<file path="src/rtl/sine_gen_pkg.sv">
// rtl/sine_gen_pkg.sv - shared constants, FSM state codes and fixed-point helper for sine_gen_multi
//
// Contents:
//   DEF_WL / DEF_FRAC / DEF_NCH / DEF_NCH_LOG2  default widths and channel count
//   ST_*                                       frame sequencer state codes
//   mac_op_t                                   operation select for rot_mac
//   rnd_sat()                                  round-half-up, arithmetic shift, saturate
package sine_gen_pkg;

  localparam int DEF_WL       = 16;
  localparam int DEF_FRAC     = DEF_WL - 2;
  localparam int DEF_NCH      = 4;
  localparam int DEF_NCH_LOG2 = $clog2(DEF_NCH);

  // Channel init is folded into P0, so there is no separate CH_INIT code.
  localparam logic [2:0] ST_IDLE = 3'd0;
  localparam logic [2:0] ST_P0   = 3'd1;
  localparam logic [2:0] ST_P1   = 3'd2;
  localparam logic [2:0] ST_P2   = 3'd3;
  localparam logic [2:0] ST_P3   = 3'd4;
  localparam logic [2:0] ST_OUT  = 3'd5;

  typedef enum logic [1:0] {
    MAC_HOLD,  // accumulator untouched
    MAC_LOAD,  // acc <= a*b
    MAC_SUB,   // result = rnd(acc - a*b)
    MAC_ADD    // result = rnd(acc + a*b)
  } mac_op_t;

  // Adds 2^(frac-1), shifts right arithmetically by frac and clamps to a
  // signed wl-bit range. Callers pass constant wl/frac, so this folds to
  // a fixed adder, shifter and comparator pair.
  function automatic logic signed [63:0] rnd_sat(input logic signed [63:0] v,
                                                  input int wl,
                                                  input int frac);
    logic signed [63:0] t;
    logic signed [63:0] hi;
    logic signed [63:0] lo;
    logic signed [63:0] r;
    t  = (v + (64'sd1 <<< (frac - 1))) >>> frac;
    hi = (64'sd1 <<< (wl - 1)) - 64'sd1;
    lo = -(64'sd1 <<< (wl - 1));
    if (t > hi)      r = hi;
    else if (t < lo) r = lo;
    else             r = t;
    return r;
  endfunction

endpackage

</file>
<file path="src/rtl/sine_gen_multi_rot_mac.sv">
// rtl/sine_gen_multi_rot_mac.sv - shared signed multiplier with accumulator and round/saturate
//
// Ports:
//   clk, rst_n  clock, asynchronous active-low reset
//   a, b        signed WL-bit operands
//   op          MAC_LOAD stores a*b; MAC_SUB / MAC_ADD combine it with the stored value
//   res         rnd_sat(acc -/+ a*b), valid combinationally during MAC_SUB / MAC_ADD
module rot_mac
  import sine_gen_pkg::*;
#(
  parameter int WL   = DEF_WL,
  parameter int FRAC = WL - 2
) (
  input  logic                 clk,
  input  logic                 rst_n,
  input  logic signed [WL-1:0] a,
  input  logic signed [WL-1:0] b,
  input  mac_op_t              op,
  output logic        [WL-1:0] res
);

  // One guard bit above the 2*WL product: the sum of two full-scale
  // products (e.g. 0x7FFF*0x7FFF twice) must not wrap before saturation.
  localparam int AW = 2 * WL + 1;

  logic signed [2*WL-1:0] prod;
  logic signed [AW-1:0]   prod_x;
  logic signed [AW-1:0]   acc;
  logic signed [AW-1:0]   sum;
  logic signed [63:0]     sum_x;

  assign prod   = a * b;
  assign prod_x = AW'(prod);

  always_comb begin
    sum = acc + prod_x;
    if (op == MAC_SUB) sum = acc - prod_x;
  end

  assign sum_x = 64'(sum);
  assign res   = WL'(rnd_sat(sum_x, WL, FRAC));

  always_ff @(posedge clk or negedge rst_n) begin
    if (!rst_n)               acc <= '0;
    else if (op == MAC_LOAD)  acc <= prod_x;
  end

endmodule

</file>
<file path="src/rtl/sine_gen_multi.sv">
// rtl/sine_gen_multi.sv - NCH time-multiplexed quadrature oscillators with mix/select output
//
// Ports:
//   clk, rst_n       clock, asynchronous active-low reset
//   en               run frames while high; a frame always completes once started
//   load, load_ch    one-cycle pulse latching cosW/sinW/amp as pending for load_ch
//   cosW, sinW       signed Q2.FRAC rotation coefficients
//   amp              signed restart value of x (y restarts at 0)
//   ch_enable        per-channel run enable (disabled channels hold x/y, mix as 0)
//   mode, sel        0: average of enabled channels, 1: y of channel sel
//   sine             output sample, updated once per frame
//   sample_valid     one-cycle pulse when sine updates
//   busy             high while a frame is in progress
module sine_gen_multi
  import sine_gen_pkg::*;
#(
  parameter int WL   = DEF_WL,
  parameter int NCH  = DEF_NCH,
  parameter int FRAC = WL - 2
) (
  input  logic                   clk,
  input  logic                   rst_n,
  input  logic                   en,
  input  logic                   load,
  input  logic [$clog2(NCH)-1:0] load_ch,
  input  logic [WL-1:0]          cosW,
  input  logic [WL-1:0]          sinW,
  input  logic [WL-1:0]          amp,
  input  logic [NCH-1:0]         ch_enable,
  input  logic                   mode,
  input  logic [$clog2(NCH)-1:0] sel,
  output logic [WL-1:0]          sine,
  output logic                   sample_valid,
  output logic                   busy
);

  localparam int            LG      = $clog2(NCH);
  localparam logic [LG-1:0] LAST_CH = LG'(NCH - 1);

  logic [2:0]    state;
  logic [LG-1:0] ch;

  logic [WL-1:0] x_q  [NCH];
  logic [WL-1:0] y_q  [NCH];
  logic [WL-1:0] c_q  [NCH];
  logic [WL-1:0] s_q  [NCH];
  logic [WL-1:0] pc_q [NCH];
  logic [WL-1:0] ps_q [NCH];
  logic [WL-1:0] pa_q [NCH];
  logic [NCH-1:0] pend;
  logic [WL-1:0]  xn_q;

  logic [WL-1:0] mac_a;
  logic [WL-1:0] mac_b;
  logic [WL-1:0] mac_res;
  mac_op_t       mac_op;

  logic signed [WL+LG-1:0] mix_sum;

  assign busy = (state != ST_IDLE);

  // Frame sequencer: four cycles per channel, then one output cycle.
  always_ff @(posedge clk or negedge rst_n) begin
    if (!rst_n) begin
      state <= ST_IDLE;
      ch    <= '0;
    end else begin
      case (state)
        ST_IDLE: if (en) begin
          state <= ST_P0;
          ch    <= '0;
        end
        ST_P0: state <= ST_P1;
        ST_P1: state <= ST_P2;
        ST_P2: state <= ST_P3;
        ST_P3: begin
          if (ch == LAST_CH) begin
            state <= ST_OUT;
          end else begin
            state <= ST_P0;
            ch    <= ch + LG'(1);
          end
        end
        ST_OUT: begin
          ch    <= '0;
          state <= en ? ST_P0 : ST_IDLE;
        end
        default: state <= ST_IDLE;
      endcase
    end
  end

  // Operand steering. In P0 a pending load is used directly, so the first
  // product of a freshly loaded channel already sees amp/cosW.
  always_comb begin
    mac_a  = '0;
    mac_b  = '0;
    mac_op = MAC_HOLD;
    case (state)
      ST_P0: begin
        mac_a  = pend[ch] ? pa_q[ch] : x_q[ch];
        mac_b  = pend[ch] ? pc_q[ch] : c_q[ch];
        mac_op = MAC_LOAD;
      end
      ST_P1: begin
        mac_a  = y_q[ch];
        mac_b  = s_q[ch];
        mac_op = MAC_SUB;
      end
      ST_P2: begin
        mac_a  = x_q[ch];
        mac_b  = s_q[ch];
        mac_op = MAC_LOAD;
      end
      ST_P3: begin
        mac_a  = y_q[ch];
        mac_b  = c_q[ch];
        mac_op = MAC_ADD;
      end
      default: ;
    endcase
  end

  rot_mac #(
    .WL   (WL),
    .FRAC (FRAC)
  ) u_mac (
    .clk   (clk),
    .rst_n (rst_n),
    .a     (mac_a),
    .b     (mac_b),
    .op    (mac_op),
    .res   (mac_res)
  );

  // Channel state. A load landing in the same cycle as that channel's P0
  // keeps its pending flag set: the apply consumes the older values and the
  // new ones wait for the next frame.
  always_ff @(posedge clk or negedge rst_n) begin
    if (!rst_n) begin
      for (int i = 0; i < NCH; i++) begin
        x_q[i]  <= '0;
        y_q[i]  <= '0;
        c_q[i]  <= '0;
        s_q[i]  <= '0;
        pc_q[i] <= '0;
        ps_q[i] <= '0;
        pa_q[i] <= '0;
      end
      pend <= '0;
      xn_q <= '0;
    end else begin
      if (state == ST_P0 && pend[ch]) begin
        x_q[ch]  <= pa_q[ch];
        y_q[ch]  <= '0;
        c_q[ch]  <= pc_q[ch];
        s_q[ch]  <= ps_q[ch];
        pend[ch] <= 1'b0;
      end
      if (state == ST_P1) xn_q <= mac_res;
      // x is committed together with y so P2 still rotates the old x.
      if (state == ST_P3 && ch_enable[ch]) begin
        x_q[ch] <= xn_q;
        y_q[ch] <= mac_res;
      end
      if (load) begin
        pc_q[load_ch] <= cosW;
        ps_q[load_ch] <= sinW;
        pa_q[load_ch] <= amp;
        pend[load_ch] <= 1'b1;
      end
    end
  end

  always_comb begin
    mix_sum = '0;
    for (int i = 0; i < NCH; i++) begin
      if (ch_enable[i]) mix_sum = mix_sum + (WL+LG)'($signed(y_q[i]));
    end
  end

  always_ff @(posedge clk or negedge rst_n) begin
    if (!rst_n) begin
      sine         <= '0;
      sample_valid <= 1'b0;
    end else begin
      sample_valid <= (state == ST_OUT);
      if (state == ST_OUT) sine <= mode ? y_q[sel] : WL'(mix_sum >>> LG);
    end
  end

endmodule
</file>
<file path="config.mk">
export PLATFORM = sky130hd
export DESIGN_NAME = sine_gen_multi
export DESIGN_NICKNAME = d
export VERILOG_FILES = /design/src/rtl/sine_gen_pkg.sv /design/src/rtl/sine_gen_multi_rot_mac.sv /design/src/rtl/sine_gen_multi.sv
export SDC_FILE = /design/constraint.sdc
export NUM_CORES = 2
export LEC_CHECK = 0
export ABC_AREA = 1
export BUFFER_PORTS_ARGS = -buffer_cell sky130_fd_sc_hd__clkbuf_2
export CAP_MARGIN = 0
export CORE_ASPECT_RATIO = 2
export CORE_MARGIN = 10
export CORE_UTILIZATION = 59
export CTS_CLUSTER_SIZE = 25
export DETAILED_ROUTE_END_ITERATION = 12
export PLACE_DENSITY = 0.79
export SLEW_MARGIN = 30
export SYNTH_ARGS = -nofsm -noshare
export SYNTH_HDL_FRONTEND = slang
export SYNTH_SLANG_ARGS = --single-unit
</file>
<file path="constraint.sdc">
create_clock -name clk -period 10.6 [get_ports clk]
set_input_delay 1.06 -clock clk [delete_from_list [all_inputs] [get_ports clk]]
set_output_delay 1.06 -clock clk [all_outputs]
set_load 0.01 [all_outputs]
</file>
### Yosys cells after proc, flatten, opt, wreduce, memory -nomap -nowiden

Cells that the tools add are included.

* flip-flop bits (word level): 522
* output and inout port bits: 18
* input bits: 61
* word-level logic and storage cells: 155

* bitwise operators: 8
* add/sub/neg operators: 7
* multiply operators: 1
* muxes and demuxes: 70
* reductions and logical operators: 13
* equality and inequality tests: 10
* order comparisons: 11

Operators by type and width (number)
* bitwise mux 64 bit: 8
* 2-to-1 mux 16 bit: 23
* binary-select mux 16 bit (select 2 bit): 8
* 2-to-1 mux 64 bit: 4
* one-hot mux 16 bit (3 select lines): 2
* 2-to-1 mux 18 bit: 4
* AND 64 bit: 1
* demux 16 bit (select 2 bit): 2
* NOT 64 bit: 1
* adder 18 x 16 -> 18 bit: 3
* adder 33 x 15 -> 34 bit (second input constant): 1
* adder 32 x 32 -> 33 bit: 1
* 2-to-1 mux 33 bit: 1
* subtractor 32 x 32 -> 33 bit: 1
* multiplier 16 x 16 -> 32 bit: 1
* greater-than comparator 20 x 16 -> 1 bit (second input constant): 1
* less-than comparator 20 x 16 -> 1 bit (second input constant): 1
* one-hot mux 3 bit (6 select lines): 1
* one-hot mux 2 bit (3 select lines): 2
* >= comparator 3 bit (second input constant): 3
* NOT 2 -> 3 bit: 3
* 2-to-1 mux 4 bit: 2
* equality test 3 x 2 -> 1 bit (second input constant): 2
* equality test 3 bit (second input constant): 2
* 21 further kinds: 42

### Longest topological paths before layout

* depth after elaboration: 15
* gate-level depth with buffers: 67
* gate-level depth less buffers: 64

### Cells and area by module

Synthesis repeated with hierarchy kept, for this count alone.

* cell total of the unflattened synthesis: 6066
* area total of the unflattened synthesis: 42847.3 µm²

By module, submodules not included
* sine_gen_multi: area each 26563.0 µm², cells an instance 3581, sequential area each 12261.8 µm², instances 1
* rot_mac: area each 16284.4 µm², cells an instance 2485, sequential area each 800.8 µm², instances 1

### Worst setup path after synthesis

OpenSTA, ideal clock, no wires.

* kind: register to register
* start point: register ch[0]
* end point: register y_q[28] (netlist name)
* buffers on the path: 6
* cell stages (with the launch flop): 55
* setup slack: 0.676 ns
* data arrival time: 9.857 ns
* period minus slack after synthesis: 9.924 ns
* path through: dfrtp_1 clkbuf_1 clkbuf_1 clkbuf_1 clkbuf_1 a21oi_1 o21ai_0 nand3_1 o211ai_1 clkbuf_1 nand2_1 fa_1 inv_1 fa_1 inv_1 fa_1 inv_1 fa_1 [... 19 more ...] ha_1 a21oi_1 o21ai_0 a21oi_1 nand2_1 xnor2_2 nor2_4 inv_2 nor2_1 nand3_1 xor2_1 nand2_1 o21ai_4 buf_6 nand3_2 nand2_2 nand2_1 nand2_1

* longest elaborated chain between the ends: 15
* elaborated cells between the ends (all ways): 48

RTL lines
* from (decl): RTL line sine_gen_multi.sv:41 `logic [LG-1:0] ch;`
* from (signal assigned): RTL line sine_gen_multi.sv:81 `ch <= ch + LG'(1);`
* NOT 2 -> 3 bit (not written as such)
* binary-select mux 16 bit (select 2 bit) (on tied branches)
* 2-to-1 mux 16 bit (on tied branches) (2 in series)
* 2-to-1 mux 16 bit (on tied branches): RTL line sine_gen_multi.sv:101, sine_gen_multi.sv:102
* one-hot mux 16 bit (3 select lines): RTL line sine_gen_multi.sv:99 `case (state)`
* multiplier 16 x 16 -> 32 bit: RTL line sine_gen_multi_rot_mac.sv:32 `assign prod = a * b;`
* adder 32 x 32 -> 33 bit / subtractor 32 x 32 -> 33 bit (equally long branches): RTL line sine_gen_multi_rot_mac.sv:36, sine_gen_multi_rot_mac.sv:37
* 2-to-1 mux 33 bit: RTL line sine_gen_multi_rot_mac.sv:37 `if (op == MAC_SUB) sum = acc - prod_x;`
* adder 33 x 15 -> 34 bit: RTL line sine_gen_pkg.sv:40 `t = (v + (64'sd1 <<< (frac - 1))) >>> frac;`
* less-than comparator 20 x 16 -> 1 bit: RTL line sine_gen_pkg.sv:44 `else if (t < lo) r = lo;`
* 2-to-1 mux 16 bit: RTL line sine_gen_pkg.sv:44
* 2-to-1 mux 16 bit: RTL line sine_gen_pkg.sv:43 `if (t > hi) r = hi;`
* bitwise mux 64 bit: RTL line sine_gen_multi.sv:164 `y_q[ch] <= mac_res;`
* 2-to-1 mux 64 bit *: RTL line sine_gen_multi.sv:162 `if (state == ST_P3 && ch_enable[ch]) begin`
* to (signal, indexed assignment): RTL line sine_gen_multi.sv:164
* to (decl): RTL line sine_gen_multi.sv:44 `logic [WL-1:0] y_q [NCH];`

Every way passes the cells marked *; elsewhere a longest branch is shown, timed or not. The select of a mux whose other input is x is not followed.
A chain may end at the register's enable or synchronous reset.

### Worst setup path in the final report

* start point: register ch[0]
* end point: register xn_q[5]

* longest elaborated chain between the ends: 13
* elaborated cells between the ends (all ways): 34

RTL lines
* NOT 2 -> 3 bit (not written as such)
* binary-select mux 16 bit (select 2 bit) (on tied branches)
* 2-to-1 mux 16 bit (on tied branches) (2 in series)
* 2-to-1 mux 16 bit (on tied branches): RTL line sine_gen_multi.sv:101, sine_gen_multi.sv:102
* one-hot mux 16 bit (3 select lines): RTL line sine_gen_multi.sv:99
* multiplier 16 x 16 -> 32 bit *: RTL line sine_gen_multi_rot_mac.sv:32
* adder 32 x 32 -> 33 bit / subtractor 32 x 32 -> 33 bit (equally long branches): RTL line sine_gen_multi_rot_mac.sv:36, sine_gen_multi_rot_mac.sv:37
* 2-to-1 mux 33 bit *: RTL line sine_gen_multi_rot_mac.sv:37
* adder 33 x 15 -> 34 bit *: RTL line sine_gen_pkg.sv:40
* less-than comparator 20 x 16 -> 1 bit: RTL line sine_gen_pkg.sv:44
* 2-to-1 mux 16 bit: RTL line sine_gen_pkg.sv:44
* 2-to-1 mux 16 bit *: RTL line sine_gen_pkg.sv:43
* to (signal assigned): RTL line sine_gen_multi.sv:160 `if (state == ST_P1) xn_q <= mac_res;`
* to (decl): RTL line sine_gen_multi.sv:51 `logic [WL-1:0] xn_q;`

Marks and branches as above.

==> out/results.txt <==
Placer Congestion - 1.02
CP dominant cell by count - nand2_1
Yosys top cell by area - dfrtp_1
Post-Syn Instances - 5,573
Register Area - 13,100 um2
Fill cell count - 5,305
Slowest-stage cell, CP - dfrtp_4
Hold Violations, Final - 0
Worst R2R Setup Slack - 0.08 ns
Hold_buf cts - 0
Die area - 80,800 um2
Setup crit end kind - flop
PnR worst setup slack - 0.0845 ns
Req. time, crit path - 11.13 ns
Initial antenna violation count - 6
Num CTS Buffers - 46
Yosys top cell area share - 32.0%
CTS tree - done
Worst Path Max Fanout - 9
Period utilization - 99.2%
Reg2reg end - xn_q[5]
Critical Path Start Type - flop
Share of cells above drive strength 1 - 16.3%
DRC errors left - 0
Max Clock Skew - 0.0276 ns
Area Growth Syn to Fin - 20.5%
1st-pass router iterations - 6
DRT iter0 DRCs - 4,363
Max-capacitance violation count - 0
I/O pin cnt - 79
Pins Over Slew Limit - 0
R2R cell count - 54
Final HPWL DP - 101,000 um
Yosys reg bits - 522
Die Y - 392 um
RR Startpoint - ch[0]
Crit path kind - flop to flop
Gr ovfl total - 0
Number of synthesized flops with an enable pin - 0
Synth top cells by count - 1,515 x nand2_1, 881 x inv_1, 617 x o21ai_0
Clk sinks - 522
Drt via density - 5.94
H-tree depth - 2
IO Port Bufs - 78
Fin crit period - 10.52 ns
Hold Crit Class - input port to asynchronous set/reset pin
Largest net degree at the start of global routing - 154
Synthesized area - 40,900 um2
FFs w/ async S/R, synth - 100%
CP arrival - 11.05 ns
Post-Route WL - 143,000 um
Setup violators final - 0
Top cells by area, synth - dfrtp_1 32%, nand2_1 14%, fa_1 13%, inv_1 8.1%, o21ai_0 7.6%
Post-Syn Area per Cell - 7.33 um2
# rows - 136
Aggregate global-route resource usage - 34.0%
Multi-input gate area - 24,600 um2
Routed wire per std cell - 20.7 um
Sequential share of the synthesized area - 32.0%
Outcome - finished, final reports clean
Highest Clock Rate - 95.1 MHz
Antenna viol nets, final - 0
Post-synth cell types - 57
Core area - 68,700 um2
Vias in the first global route - 40,600
# nets final - 6,455
Max stage delay on crit path - 0.60 ns
Post-synth top flop - dfrtp_1
Clock Pin Slew Worst Setup and Hold Paths - 0.08 ns
DP Area - 45,100 um2
Worst slack, placed - -0.126 ns
Final instance area - 49,200 um2
Most numerous cell in the Yosys netlist - nand2_1
Global-route wire length before repair - 215,000 um
Slew headroom - 35.6%
Yosys Warn Count - 0
Vias - 41,000
Syn nets - 6,066
Starting Density - 59.4%
Clock root buffer - clkbuf_16
Die W - 206 um
Worst skew pair latency - 0.63 ns
Worst-Margin Slew - 0.966 ns
Clock Path Buffers - 3
-- sequential cells by signal (all words and copies together), names as in the netlist, 16 cells and up --
name / cells
u_mac.acc: 32
sine: 16
c_q: 64
s_q: 64
ps_q: 64
xn_q: 16
y_q: 64
x_q: 64
pa_q: 64
pc_q: 64
-- per-stage QoR --
stage | setup TNS [ns] | util [%] | std cells | hold slack (ns)
after global placement | 0 | 65.5 | 6719 | 0.447
after floorplan | 0 | - | 5573 | 0.437
final | 0 | 71.6 | 6898 | 0.435
after CTS | 0 | 68.3 | 6808 | 0.470
after global routing | -24.60 | 71.6 | 6897 | 0.483
after detailed placement | -3.07 | 65.6 | 6721 | 0.453
-- what timing repair did --
action	CTS	global route
setup buffers	0	71
cloned	1	18
setup endpoints to repair	73	80
gates resized for setup	10	325
pin swaps	1	74
-- critical path, delay by kind of cell, from the launching register on --
kind                     cells  cell delay (ns)
AO/OA/AOI/OAI                8             1.54
adder cells (fa/ha/maj)      8             3.74
XOR/XNOR                     1             0.19
AND/OR/NAND/NOR             24             2.56
buffers and inverters       13             1.76
flip-flops                   1             0.60
-- kinds of logic after synthesis --
family / after synthesis / share of synthesized area (%)
compound gates: 1201 / 15.8
xor+xnor: 100 / 2.20
fa+ha+maj: 432 / 18.1
buf+inv: 1164 / 10.8
flops: 522 / 32.0
simple gates: 2154 / 21.1
-- cell type report --
cell class                      instances  share of cell area, %
Timing Repair inverter                  2                 0.0356
Timing Repair Buffer                  608                   10.6
Tap cell                              897                   2.28
Antenna cell                            1                0.00508
Inverter                              895                   6.88
Clock buffer                           63                   2.78
Multi-Input combinational cell       3887                   50.0
Clock inverter                         23                  0.872
Sequential cell                       522                   26.5
-- cell usage in the layout, fill, tap and decap left out, types with 62 or more instances in the layout --
cell       count
clkbuf_16     62
buf_4        461
inv_1        873
nand2_1     1459
ha_1         147
clkbuf_2      77
nor2_1       282
a21oi_1      302
fa_1         261
o22ai_1       71
nand3_1      169
dfrtp_1      520
o21ai_0      598
a31oi_1       72
-- worst max path at each step --
stage	slack (ns)	endpoint	depth (start not counted)	from
after floorplan	0.68	y_q[28]	54	ch[0]
after global placement	0.05	y_q[12]	58	ch[0]
after detailed placement	-0.13	xn_q[10]	56	ch[0]
after CTS	0.03	y_q[52]	56	ch[0]
after global routing	-0.44	y_q[48]	52	ch[0]
final	0.08	xn_q[5]	54	ch[0]
-- metal layers --
metal | up-vias | share of wire, % | global-route usage, %
met2 | 2224 | 51 | 60.6
met5 | - | 0.035 | 0
met3 | 797 | 7.8 | 5.66
met1 | 19500 | 32 | 34.9
met4 | 8 | 8.9 | 25.5
li1 | 18400 | - | -
Power is not shown: default switching activity piles up to over one toggle a cycle in this logic, so the estimate is an artifact.
